--- src/rtl/nbcac_pkg.sv ---
// Shared definitions for the iterative NBCAC decoder:
// the FSM state type, ceiling division and the elaboration-time weight function.
package nbcac_pkg;

  typedef enum logic [1:0] {
    IDLE = 2'd0,
    ACC  = 2'd1,
    DONE = 2'd2
  } nbcac_dec_state_t;

  // Ceiling division for chunk-count computation.
  function automatic int nbcac_cdiv(input int a, input int b);
    return (a + b - 1) / b;
  endfunction

  // Weight of codeword position k (1-based) for a cw_w-bit codeword.
  // The top two weights are 2, each lower weight down to position 2 is the
  // sum of the two above it, and position 1 has weight 1. Positions outside
  // 1..cw_w weigh 0 so chunk padding contributes nothing.
  function automatic logic [63:0] nbcac_weight(input int k, input int cw_w);
    logic [63:0] w_k1;
    logic [63:0] w_k2;
    logic [63:0] w_t;
    if (k == 1) return 64'd1;
    if (k < 1 || k > cw_w) return 64'd0;
    if (k >= cw_w - 1) return 64'd2;
    w_k1 = 64'd2;
    w_k2 = 64'd2;
    for (int i = cw_w - 2; i >= k; i--) begin
      w_t  = w_k1 + w_k2;
      w_k2 = w_k1;
      w_k1 = w_t;
    end
    return w_k1;
  endfunction

endpackage

--- src/rtl/nbcac_chunk_sum.sv ---
// Combinational weighted sum of one BPC-bit codeword chunk, modulo 2^DATA_W.
// Positions beyond CW_W (padding in the last chunk) contribute 0.
module nbcac_chunk_sum
  import nbcac_pkg::*;
#(
  parameter int CW_W   = 33,
  parameter int DATA_W = 23,
  parameter int BPC    = 4,
  localparam int NCH   = nbcac_cdiv(CW_W, BPC),
  localparam int CNT_W = (NCH > 1) ? $clog2(NCH) : 1
) (
  input  logic [BPC-1:0]    i_bits,
  input  logic [CNT_W-1:0]  i_idx,
  output logic [DATA_W-1:0] o_sum
);

  localparam int NPOS = NCH * BPC;
  localparam int KW   = $clog2(NPOS + 1);

  logic [DATA_W-1:0] w_wtab [0:NPOS];
  logic [KW-1:0]     w_k;

  for (genvar k = 0; k <= NPOS; k++) begin : g_wtab
    assign w_wtab[k] = DATA_W'(nbcac_weight(k, CW_W));
  end

  // Add the weight of every set bit in the chunk, looked up by absolute position.
  always_comb begin
    o_sum = '0;
    w_k   = '0;
    for (int b = 0; b < BPC; b++) begin
      w_k = KW'(i_idx) * KW'(BPC) + KW'(b + 1);
      if (i_bits[b]) o_sum = o_sum + w_wtab[w_k];
    end
  end

endmodule

--- src/rtl/nbcac_iter_decoder.sv ---
// Multi-cycle NBCAC decoder: captures a codeword, accumulates BPC bits of
// weighted sum per cycle over NCH cycles, then holds the result until taken.
// Optional forbidden-pattern check enabled by defining NBCAC_FPF_CHECK_EN.
module nbcac_iter_decoder
  import nbcac_pkg::*;
#(
  parameter int CW_W   = 33,
  parameter int DATA_W = 23,
  parameter int BPC    = 4
) (
  input  logic              clk,
  input  logic              rst,
  input  logic              in_valid,
  output logic              in_ready,
  input  logic [CW_W-1:0]   in_cw,
  output logic              out_valid,
  input  logic              out_ready,
  output logic [DATA_W-1:0] out_data,
  output logic              out_err
);

  localparam int NCH   = nbcac_cdiv(CW_W, BPC);
  localparam int NPOS  = NCH * BPC;
  localparam int CNT_W = (NCH > 1) ? $clog2(NCH) : 1;

  nbcac_dec_state_t  r_state;
  nbcac_dec_state_t  w_state_nxt;
  logic [NPOS-1:0]   r_cw;
  logic [DATA_W-1:0] r_acc;
  logic [CNT_W-1:0]  r_cnt;
  logic              w_accept;
  logic              w_last;
  logic [BPC-1:0]    w_chunk;
  logic [DATA_W-1:0] w_sum;

  assign w_accept = in_valid & in_ready;
  assign w_last   = (r_cnt == CNT_W'(NCH - 1));
  assign w_chunk  = r_cw[r_cnt * BPC +: BPC];
  assign out_data = r_acc;

  nbcac_chunk_sum #(
    .CW_W  (CW_W),
    .DATA_W(DATA_W),
    .BPC   (BPC)
  ) u_chunk_sum (
    .i_bits(w_chunk),
    .i_idx (r_cnt),
    .o_sum (w_sum)
  );

  // State register.
  always_ff @(posedge clk) begin
    if (rst) r_state <= IDLE;
    else     r_state <= w_state_nxt;
  end

  // Next-state and handshake outputs.
  always_comb begin
    w_state_nxt = r_state;
    in_ready    = 1'b0;
    out_valid   = 1'b0;
    unique case (r_state)
      IDLE: begin
        in_ready = 1'b1;
        if (in_valid) w_state_nxt = ACC;
      end
      ACC: begin
        if (w_last) w_state_nxt = DONE;
      end
      DONE: begin
        out_valid = 1'b1;
        if (out_ready) w_state_nxt = IDLE;
      end
      default: w_state_nxt = IDLE;
    endcase
  end

  // Codeword capture, chunk counter and accumulator; all cleared on reset so
  // an in-flight codeword is dropped and out_data reads 0 afterwards.
  always_ff @(posedge clk) begin
    if (rst) begin
      r_cw  <= '0;
      r_acc <= '0;
      r_cnt <= '0;
    end else if (w_accept) begin
      r_cw  <= NPOS'(in_cw);
      r_acc <= '0;
      r_cnt <= '0;
    end else if (r_state == ACC) begin
      r_acc <= r_acc + w_sum;
      r_cnt <= r_cnt + CNT_W'(1);
    end
  end

`ifdef NBCAC_FPF_CHECK_EN
  logic r_err;

  // Flags any window of three adjacent bits reading 010 or 101.
  function automatic logic fpf_check(input logic [CW_W-1:0] cw);
    for (int k = 0; k + 2 < CW_W; k++) begin
      if ((cw[k+1] != cw[k]) && (cw[k+1] != cw[k+2])) return 1'b1;
    end
    return 1'b0;
  endfunction

  // Pattern flag captured together with the codeword.
  always_ff @(posedge clk) begin
    if (rst)           r_err <= 1'b0;
    else if (w_accept) r_err <= fpf_check(in_cw);
  end

  assign out_err = r_err & out_valid;
`else
  assign out_err = 1'b0;
`endif

endmodule

--- config.mk ---
export PLATFORM = sky130hd
export DESIGN_NAME = nbcac_iter_decoder
export DESIGN_NICKNAME = d
export VERILOG_FILES = /design/src/rtl/nbcac_pkg.sv /design/src/rtl/nbcac_chunk_sum.sv /design/src/rtl/nbcac_iter_decoder.sv
export SDC_FILE = /design/constraint.sdc
export NUM_CORES = 1
export LEC_CHECK = 0
export ABC_AREA = 1
export CAP_MARGIN = 20
export CORE_UTILIZATION = 55
export DETAILED_ROUTE_END_ITERATION = 6
export PLACE_DENSITY = 0.75
export SYNTH_ARGS = -nofsm -noshare
export SYNTH_HDL_FRONTEND = slang
export SYNTH_HIERARCHICAL = 1
export SYNTH_SLANG_ARGS = --single-unit
--- constraint.sdc ---
create_clock -name clk -period 6.5 [get_ports clk]
set_clock_uncertainty 0.15 [all_clocks]
set_input_delay 1.3 -clock clk [delete_from_list [all_inputs] [get_ports clk]]
set_output_delay 1.3 -clock clk [all_outputs]
set_load 0.02 [all_outputs]
==> results of run 1 <==
metrics by stage:
stage               power (mW)  setup TNS, ns  setup slack (ns)
CTS                      2.417         -1.174           -0.2223
global placement         1.736         -4.380           -0.5415
global route             2.748         -7.821           -0.8834
finish                   2.587         -3.291           -0.4996
detailed placement       1.765         -5.568           -0.6434
floorplan                1.256              0          0.002666
sequential cells by signal, summed over array words and instances, names as in the netlist:
signal / flops
r_cnt: 4
r_state: 2
r_cw: 33
out_data: 23
final timing paths:
path	to	slack [ns]
setup / recovery	out_data[19]	-0.50
hold reg to reg	r_cw[25]	0.33
hold / removal	r_cw[25]	0.33
setup reg to reg	out_data[19]	-0.50
placed cells by master (no fill, tap or decap), types with 23 or more instances in the layout:
cell type	Yosys	final
o21ai_0	106	81
nor2_1	232	216
buf_4	9	234
xor2_1	26	25
clkdlybuf4s50_1	0	61
dfxtp_1	62	60
nand3_1	61	58
o21ai_1	12	23
nand2_2	40	57
a21oi_1	55	35
ha_1	85	55
ha_4	0	29
inv_1	158	146
nand2_1	323	297
cells by family (layout without fill, tap and decap cells):
group	after synthesis	after routing	share of synthesized area (%)
fa+ha+maj	89	89	13.94
simple gates	728	728	39.80
xor+xnor	50	50	5.339
compound gates	215	215	14.77
buf+inv	215	492	10.97
other cells	1	1	0.04572
flops	62	62	15.13
repair_timing:
item / 4_1_cts / 5_1_grt
resized for setup: 84 / 104
pin swaps: 54 / 68
setup endpoints to repair: 12 / 16
setup buffers: 17 / 13
power groups by stage:
stage                     clock [mW]  sequential, mW  combinational (mW)
after floorplan                    0           0.459               0.797
after global placement             0           0.452                1.28
after detailed placement           0           0.452                1.31
after CTS                      0.536           0.446                1.44
after global routing           0.553           0.451                1.74
final                          0.532           0.448                1.61
routing by layer:
layer	vias up	global-route usage, %
met5	-	0
met4	0	11.90
met3	86	3.297
met2	378	55.70
met1	4606	41.99
li1	4888	-
critical path: cells and delay by family (launching register included):
kind,cells,cell delay (ns)
AO/OA/AOI/OAI,16,2.23
XOR/XNOR,3,0.58
adder cells (fa/ha/maj),4,1.23
buffers and inverters,8,0.58
flip-flops,1,0.37
AND/OR/NAND/NOR,17,1.76
layout make-up:
class | count | area [µm²]
Multi-Input combinational cell | 1083 | 6922
Fill cell | 981 | 2689
Timing Repair Buffer | 299 | 2421
Sequential cell | 62 | 1249
Inverter | 177 | 694.4
Tap cell | 184 | 230.2
Clock buffer | 9 | 225.2
Clock inverter | 7 | 103.9
==> flow_summary.yaml, run 1 <==
route:
  wl_per_cell_um: 14.96
  totalWireLength_um: 27240
  remaining_drc_errors: 0
  m1WireLength_um: 11570
  dr_total_vias: 9958
  firstDrtPassIters: 7
  wl_met3_um: 1608
  ant_nets: 0
  met2_length_um: 13190
  via_per_inst: 5.468
  drt_iter0_markers: 777
  dr.max_layer_used: "met4"
timing:
  tightest_slew_ns: 1.045
  setup-violations-final: 10
  final_hold_viol_count: 0
  fin_ws_ns: -0.4996
  timing.hold.ws_ns: 0.3323
  rsz0062_at_grt: "yes"
  slew_headroom_pct: 30.25
  maxSlewViolCount: 0
  fmax_mhz: 142.9
  min_period_ns: 7.000
  fin_crit_sh_pct: 107.7
worst_setup_path:
  crit_path_max_fanout: 6
  r2r-start: "r_cnt[0]"
  slowest_stage: "fa_2"
  startpoint: "r_cnt[0]"
  criticalPathCategory: "flip-flop to flip-flop"
  endpoint_kind: "flip-flop"
  worstPathRequired_ns: 6.59
  cp-start-kind: "flip-flop"
  cp.arrival_ns: 7.08
  r2r_cells: 48
  max_stage_delay_ns: 0.38
floorplan:
  die_w_um: 124.1
  dieHeight_um: 124.1
  core_area_um2: 14530
  die_area_um2: 15400
  num_io_pins: 63
  start_util_pct: 56.43
  rows: 44
layout:
  finalCoreUtilization_pct: 81.50
  areaGrowthSynthToFinish_pct: 44.42
  final_area_um2: 11850
  fin_cells: 1821
  final_layout_size_suffix_gt1_share_pct: 31.46
  fin_nets: 1758
  antenna_cells: 0
power:
  p_switching_mw: 1.091
  power.leakage_nw: 5.949
  p_clk_share_pct: 20.6
  p_seq_share_pct: 17.3
  p_per_area_nw_per_um2: 218.4
  vdd_drop_max_uv: 233.8
  internal_power_mw: 1.496
  swShare_pct: 42.17
  combPwrFrac_pct: 62.1
min_path:
  holdPathStages: 2
  hold_path_class: "flip-flop to flip-flop"
  worstHoldStart: "r_cw[25]"
clock_tree:
  cts_made_buffers: 9
  h-tree-depth: 3
  cts-hold-fix-buffers: 0
  clkSinkCount: 62
  cts_buffer_depth: 2
  cts-root-buf: "clkbuf_16"
  clk_pin_slew_ns: 0.06
  clock_latency_ns: 0.33
  tritoncts: "yes"
yosys:
  syn_nets: 1486
  ys_warn_count: 6
  synth.distinct_cells: 54
  yosysMostFrequentCell: "nand2_1"
  async_flop_share_pct: 0
  synth_top_cell_by_area: "dfxtp_1"
  synth_cells: 1360
  synth_top_flop_cell: "dfxtp_1"
  synth_edf_count: 0
  synth.top_cells.by_count: "nand2_1, nor2_1, inv_1, o21ai_0, ha_1"
  synth_area_um2: 8202
  ys_top_cells_by_area: "dfxtp_1, nand2_1, ha_1"
  ys_seq_elements: 62
  synth-seq-area-share_pct: 15.13
  synth.avg_cell_area_um2: 6.031
  yosysTopAreaCellShare_pct: 15.13
global_route:
  grt_pass1_wl_um: 39840
  grt_pass1_vias: 8801
  grt_max_degree: 43
  track_usage_pct: 32.53
  grt_antenna_before_repair: 0
  overflow: 0
placement:
  portBuffers: 61
  dp_cells: 1777
  dp_hpwl_um: 19110
  placedInstanceArea_um2: 10500
  gp_congestion: 0.9249
status:
  status: "finished with violations"
  violations: "negative setup slack"
run:
  max_cap_violations: 0
(Power assumes the default switching activity.)
==> run 2, diff against run 1 <==
--- a/config.mk
+++ b/config.mk
@@ -9,6 +9,7 @@
 export CAP_MARGIN = 20
 export CORE_UTILIZATION = 55
 export DETAILED_ROUTE_END_ITERATION = 6
+export MAX_ROUTING_LAYER = met4
 export PLACE_DENSITY = 0.75
 export SYNTH_ARGS = -nofsm -noshare
 export SYNTH_HDL_FRONTEND = slang
==> flow_summary.yaml, run 2 (synthesis results as in run 1) <==
timing:
  setup_tns_ns: -2.788
  timing.hold.ws_ns: 0.3384
  final_hold_viol_count: 0
  maxSlewViolCount: 0
  fin_crit_sh_pct: 107.7
  min_period_ns: 6.998
  setup-violations-final: 10
  fmax_mhz: 142.9
  fin_ws_ns: -0.4983
  rsz0062_at_grt: "yes"
  tightest_slew_ns: 1.013
  slew_headroom_pct: 32.42
min_path:
  hold_end: "r_cw[11]"
  worstHoldStart: "r_cw[11]"
  hold_path_class: "flip-flop to flip-flop"
  holdPathStages: 2
placement:
  dp_hpwl_um: 19500
  placedInstanceArea_um2: 10550
  dp_cells: 1783
  portBuffers: 61
  place_ws_ns: -0.6376
  gp_congestion: 0.9695
worst_setup_path:
  r2r_slack_ns: -0.50
  slowest_stage: "fa_2"
  worstPathRequired_ns: 6.58
  cp-start-kind: "flip-flop"
  r2r_cells: 49
  cp.arrival_ns: 7.08
  r2r_end: "out_data[19]"
  criticalPathCategory: "flip-flop to flip-flop"
  crit_top_cell: "nand2_1"
  crit_path_max_fanout: 6
  max_stage_delay_ns: 0.43
  endpoint_kind: "flip-flop"
  r2r-start: "r_cnt[1]"
clock_tree:
  tritoncts: "yes"
  clkSinkCount: 62
  clock_latency_ns: 0.34
  cts_buffer_depth: 2
  cts-hold-fix-buffers: 0
  clk_pin_slew_ns: 0.06
  cts-root-buf: "clkbuf_16"
  cts_made_buffers: 9
  h-tree-depth: 3
layout:
  layout_common_cells: "nand2_1, buf_4, nor2_1, inv_1, o21ai_0"
  max_flop_register: "r_cw"
  final_area_um2: 12080
  finalCoreUtilization_pct: 83.08
  antenna_cells: 0
  final_layout_size_suffix_gt1_share_pct: 33.15
  fin_nets: 1774
  fin_cells: 1837
  final_common_cell: "nand2_1"
  largest_register_ffs: 33
  areaGrowthSynthToFinish_pct: 47.23
global_route:
  track_usage_pct: 34.35
  grt_pass1_wl_um: 40670
  overflow: 0
  grt_pass1_vias: 8884
  grt_antenna_before_repair: 0
  grt_max_degree: 43
route:
  firstDrtPassIters: 5
  remaining_drc_errors: 0
  dr_total_vias: 9875
  via_per_inst: 5.376
  ant_nets: 0
  totalWireLength_um: 27340
  wl_per_cell_um: 14.88
  drt_iter0_markers: 629
floorplan:
  start_util_pct: 56.43
  rows: 44
  num_io_pins: 63
  die_area_um2: 15400
  core_area_um2: 14530
  dieHeight_um: 124.1
  die_w_um: 124.1
power:
  total_power_mw: 2.575
  power.leakage_nw: 6.058
  vdd_drop_max_uv: 263.7
  p_per_area_nw_per_um2: 213.3
status:
  status: "finished with violations"
  violations: "negative setup slack"
run:
  max_cap_violations: 0
[run 2: cell count changes in the layout (fill, tap and decap cells not counted), moves of 4 or more]
cell / delta
a21oi_2: -4
nand2_1: -7
buf_4: +14
nor2_1: -4
o21ai_2: +4
nand2_4: +5
o21ai_0: -6
[run 2: timing repair]
action                                  CTS  global route
gates resized for setup                  97           132
hold endpoints to repair                  0             0
endpoints found under the setup margin   13            16
pin swaps                                63            85
buffers inserted                         11            27
[run 2: final cells by class]
cell class	count	area [µm²]
Multi-Input combinational cell	1083	7058
Timing Repair Buffer	315	2549
Fill cell	981	2459
Sequential cell	62	1249
Inverter	177	701.9
Tap cell	184	230.2
Clock buffer	9	225.2
Clock inverter	7	62.56
[run 2: where the power goes]
part           switching, mW  total [mW]  internal, mW  leakage, nW
Clock                  0.199       0.465         0.266        0.139
Sequential            0.0336       0.450         0.416        0.511
Combinational          0.898        1.66         0.763         5.41
[run 2: worst max path at each step]
stage,startpoint,end,slack (ns),cells after the start
6_report,r_cnt[1],out_data[19],-0.50,49
3_3_place_gp,r_cnt[1],out_data[20],-0.46,48
4_1_cts,r_cnt[0],out_data[22],-0.29,50
2_1_floorplan,r_cnt[0],out_data[22],0.003,55
3_5_place_dp,r_cnt[0],out_data[20],-0.64,50
5_1_grt,r_cnt[0],out_data[19],-0.90,50
[run 2: routing by layer]
metal | global-route usage (%) | share of wire, % | up-vias
met1 | 41.75 | 43 | 4581
li1 | - | - | 4924
met4 | 12.87 | 2.9 | 0
met2 | 57.87 | 48 | 299
met5 | - | 0 | -
met3 | 4.212 | 5.2 | 71
[run 2: worst max-delay path, delay by kind of cell, from the launching register on]
kind / cells / cell delay (ns)
compound gates: 12 / 1.95
simple gates: 20 / 1.76
fa+ha+maj: 4 / 1.33
buf+inv: 10 / 0.94
xor+xnor: 3 / 0.42
flops: 1 / 0.37
==> variant 1, RTL diff (config.mk and constraints of run 1) <==
`CW_W` is set to 33 in 2 places; all go to 66.
--- a/src/rtl/nbcac_chunk_sum.sv
+++ b/src/rtl/nbcac_chunk_sum.sv
@@ -5,3 +5,3 @@
 #(
-  parameter int CW_W   = 33,
+  parameter int CW_W   = 66,
   parameter int DATA_W = 23,
--- a/src/rtl/nbcac_iter_decoder.sv
+++ b/src/rtl/nbcac_iter_decoder.sv
@@ -6,3 +6,3 @@
 #(
-  parameter int CW_W   = 33,
+  parameter int CW_W   = 66,
   parameter int DATA_W = 23,
Interface: changed (resized in_cw); port bits go from 63 to 96. The function was not compared with the original's and may differ.
==> variant 1 against run 1 <==
The run ends with DRC, setup timing left; sequential cell count increased by 34; global-route usage increased by 11 points; synthesized area increased by 39%; power increased by 18%; cell count increased by 47%; synthesized cell count increased by 43%; design area increased by 45%; wire length increased by 95%; clock power increased by 3%; count of clock-buffer cells in the layout unchanged; worst setup slack got worse by 0.42 ns; largest cell class unchanged; largest power group unchanged.
==> variant 1: results (changes against run 1) <==
Worst hold path
  – Origin of the worst min-delay path: r_cw[47]$_SDFFE_PP0P_
  – Hold EP: r_cw[47]$_SDFFE_PP0P_

Placement
  – Pre-CTS worst setup slack: -0.791 ns (-0.148 ns)

Global route
  – First-pass GRT wire length: 74.4 mm (+87%)
  – Overall routing resource usage: 43.2% (+11 points)
  – Met2 usage: 73.9% (+18 points)

Drt
  – Wire length on met1: 18.7 mm (+62%)
  – Detail Route met3 WL: 5.95 mm (+270%)
  – DR iter-0 viols: 2,137 (+180%)
  – Final wirelength: 53.0 mm (+95%)
  – Met2 wire length: 23.8 mm (+80%)
  – DRC Markers: 14 (+14)

Setup path
  – Slowest stage cell, crit path: dfxtp_4
  – CP Max Fanout: 12 (+6)
  – Arr. time, crit path: 7.52 ns (+0.44 ns)
  – Worst R2R End: out_data[20]$_SDFFE_PP0N_

Synth
  – Top post-synthesis cells by area: nand2_1, dfxtp_1, ha_1
  – XOR/XNOR Fraction of Synth Area: 4.07% (-1.3 points)
  – Sequential share of the synthesized area: 16.8% (+1.7 points)
  – Top cells by count, synth: nand2_1, nor2_1, inv_1, a21oi_1, o21ai_0
  – Cells after synthesis: 1,943 (+43%)
  – Post-synthesis share of cell area spent on full adders, half adders and majority gates: 11.9% (-2.0 points)

Outcome
  – Failing checks: DRC, setup timing
  – Status: complete, but fails checks

STA
  – Final Setup Violations: 17 (+7)
  – Final WS setup: -0.918 ns (-0.419 ns)
  – Worst slew pin tran: 0.904 ns (-0.141 ns)
  – Final hold slack: 0.323 ns (-0.00941 ns)

Clock tree
  – Clock-pin slew on the worst setup and hold paths: 0.08 ns (+0.02 ns)
  – Post-CTS Resized: 181 (+120%)
  – Clk_lat worst skew: 0.36 ns (+0.03 ns)

Finish
  – Non-Filler Instances: 2,672 (+47%)
  – Area Overhead vs Synth: 51.0%

Power and ir drop
  – Leakage: 8.43 nW (+42%)
  – VDD IR-drop max: 0.388 mV (+66%)
[variant 1: changes by cell type in the layout (fill, tap and decap cells not counted), moves of 11 or more]
cell	before	now
nand2_1	297	499
buf_4	234	406
a21oi_1	35	135
inv_1	146	202
nand3_1	58	102
dfxtp_1	60	94
clkdlybuf4s50_1	61	93
nor3_1	5	23
nor2_1	216	200
o21ai_2	15	29
o21ai_1	23	35
nand3_2	22	11
[variant 1: critical path: cells and delay by family, from the launching register on]
family	cells	cell delay [ns]
AO/OA/AOI/OAI	10	1.78
AND/OR/NAND/NOR	16	1.61
buffers and inverters	12	1.47
adder cells (fa/ha/maj)	5	1.37
XOR/XNOR	3	0.54
flip-flops	1	0.39
[variant 1: area by class of cell]
class	count	area (um2)
timing repair buffer	513	4200
sequential	96	1930
clock buffer	9	225
inverter	232	891
clock inverter	7	71.3
multi-input combinational	1545	9570
tap	270	338
fill	1199	3070
[variant 1: report_power, final]
part,internal (mW),switching (mW)
clock,0.274,0.277
combinational,0.814,1.02
sequential,0.632,0.0450
==> variant 2, RTL diff (config.mk and constraints of run 1) <==
Made on the original files. Encoding of `nbcac_dec_state_t`: now one-hot (3 bits for 3 states).
--- a/src/rtl/nbcac_pkg.sv
+++ b/src/rtl/nbcac_pkg.sv
@@ -4,6 +4,6 @@
 
-  typedef enum logic [1:0] {
-    IDLE = 2'd0,
-    ACC  = 2'd1,
-    DONE = 2'd2
+  typedef enum logic [2:0] {
+    IDLE = 3'b001,
+    ACC  = 3'b010,
+    DONE = 3'b100
   } nbcac_dec_state_t;
Function: same outputs for any inputs over 4 cycles, from zero or initial values and one cycle with rst high; so few cycles prove little.
==> variant 2 against run 1 <==
Critical path depth increased by 3; largest cell class unchanged; highest routed layer unchanged; power decreased by 22%; hold slack got worse by 0.026 ns; design area about the same; wire length increased by 3.6%; synthesized area decreased by 0.38%; worst setup slack got worse by 0.033 ns; first-iteration DRC count increased by 20%; sequential cell count increased by 1; the flow still finishes with violations (setup timing); non-clock buffer count increased by 7.
==> variant 2: results (changes against run 1) <==
Clock tree
  – Post-CTS Resized: 100 (+19%)
  – # Post-CTS Setup Buffers: 26 (+9)
  – H-tree depth: 3 (unchanged)
  – Clk_lat worst skew: 0.35 ns (+0.02 ns)

Global route
  – Grt met3 use: 5.40% (+2.1 points)
  – Overall routing resource usage: 34.2% (+1.7 points)
  – First-pass GRT wire length: 41.5 mm (+4.1%)
  – Largest net degree at the start of global routing: 53 (+23%)
  – Met1 usage: 40.5% (-1.5 points)
  – Met2 usage: 60.7% (+5.0 points)
  – Number of global-route vias before repair: 9,035 (+2.7%)

Finish
  – Multi-input logic area: 0.00677 mm2 (-2.2%)
  – Seq Cell Count: 63 (+1.6%)
  – Comb_multi_in: 1,042 (-3.8%)
  – Register area: 0.00127 mm2 (+1.6%)
  – Ant diodes: 0 (unchanged)
  – Final design utilization: 81.4% (about the same)
  – ClkCell Share: 2.95% (+0.17 points)
  – Fillers: 991 (+1.0%)
  – # clk buffers: 11 (+2)
  – NonClk Buf Share: 20.9% (+0.45 points)
  – Layout cell share with drive strength beyond 1: 31.8% (+0.33 points)
  – Non-Clock Buffer Count: 306 (+2.3%)

Die
  – Die area: 0.0153 mm2 (-0.38%)

Placement
  – Pre-CTS worst setup slack: -0.453 ns (+0.190 ns)
  – Cell count after placement: 1,741 (-2.0%)
  – HPWL after DPL: 19.2 mm (+0.21%)
  – GP Congestion: 0.946 (+2.3%)
  – Area after DPL: 0.0103 mm2 (-1.7%)

Synth
  – Cells after synthesis: 1,339 (-1.5%)
  – Post-synthesis share of cell area spent on full adders, half adders and majority gates: 14.0% (+0.053 points)
  – Top cells by count, synth: nand2_1, inv_1, nor2_1, a21oi_1, o21ai_0
  – Syn_nets: 1,465 (-1.4%)
  – Sequential share of the synthesized area: 15.4% (+0.30 points)
  – Post-synthesis compound-gate area fraction: 17.9% (+3.2 points)

Setup path
  – Largest delay share family, worst path: simple AND/OR/NAND/NOR gates
  – Critical Path Max Stage Delay: 0.41 ns (+0.03 ns)
  – Arr. time, crit path: 7.13 ns (+0.05 ns)

Power and ir drop
  – Comb pwr: 0.988 mW (-39%)
  – P_clk: 0.574 mW (+7.9%)
  – Leakage: 5.90 nW (-0.90%)

Drt
  – Drt first pass iters: 6 (-1)
  – Detail Route met3 WL: 1.67 mm (+3.9%)
  – Wire length on met1: 11.2 mm (-3.5%)
  – Routed via count: 10,100 (+1.9%)
  – Final wirelength: 28.2 mm (+3.6%)
  – DR iter-0 viols: 932 (+20%)

STA
  – Final Setup Violations: 10 (unchanged)
  – Setup TNS: -3.34 ns (-0.0514 ns)
  – Slew HR: 21.7% (-8.6 points)
  – Final WS setup: -0.533 ns (-0.0329 ns)

Outcome
  – Status: complete, but fails checks
  – Failing checks: setup timing
-- variant 2: cell count changes after synthesis, moves of 18 or more --
cell	run 1	this run
a21oi_1	55	104
nand2_1	323	362
inv_1	158	182
nand3_1	61	80
o21ai_0	106	88
nor2_1	232	112
-- variant 2: path summary, 6_finish.rpt --
| path | depth (start not counted) | startpoint | to | slack, ns |
|---|---|---|---|---|
| setup / recovery | 51 | r_cnt[0]$_SDFFE_PP0P_ | out_data[20]$_SDFFE_PP0P_ | -0.53 |
| hold / removal | 2 | r_cw[27]$_SDFFE_PP0P_ | r_cw[27]$_SDFFE_PP0P_ | 0.31 |
| setup reg to reg | 51 | r_cnt[0]$_SDFFE_PP0P_ | out_data[20]$_SDFFE_PP0P_ | -0.53 |
| hold reg to reg | 2 | r_cw[27]$_SDFFE_PP0P_ | r_cw[27]$_SDFFE_PP0P_ | 0.31 |
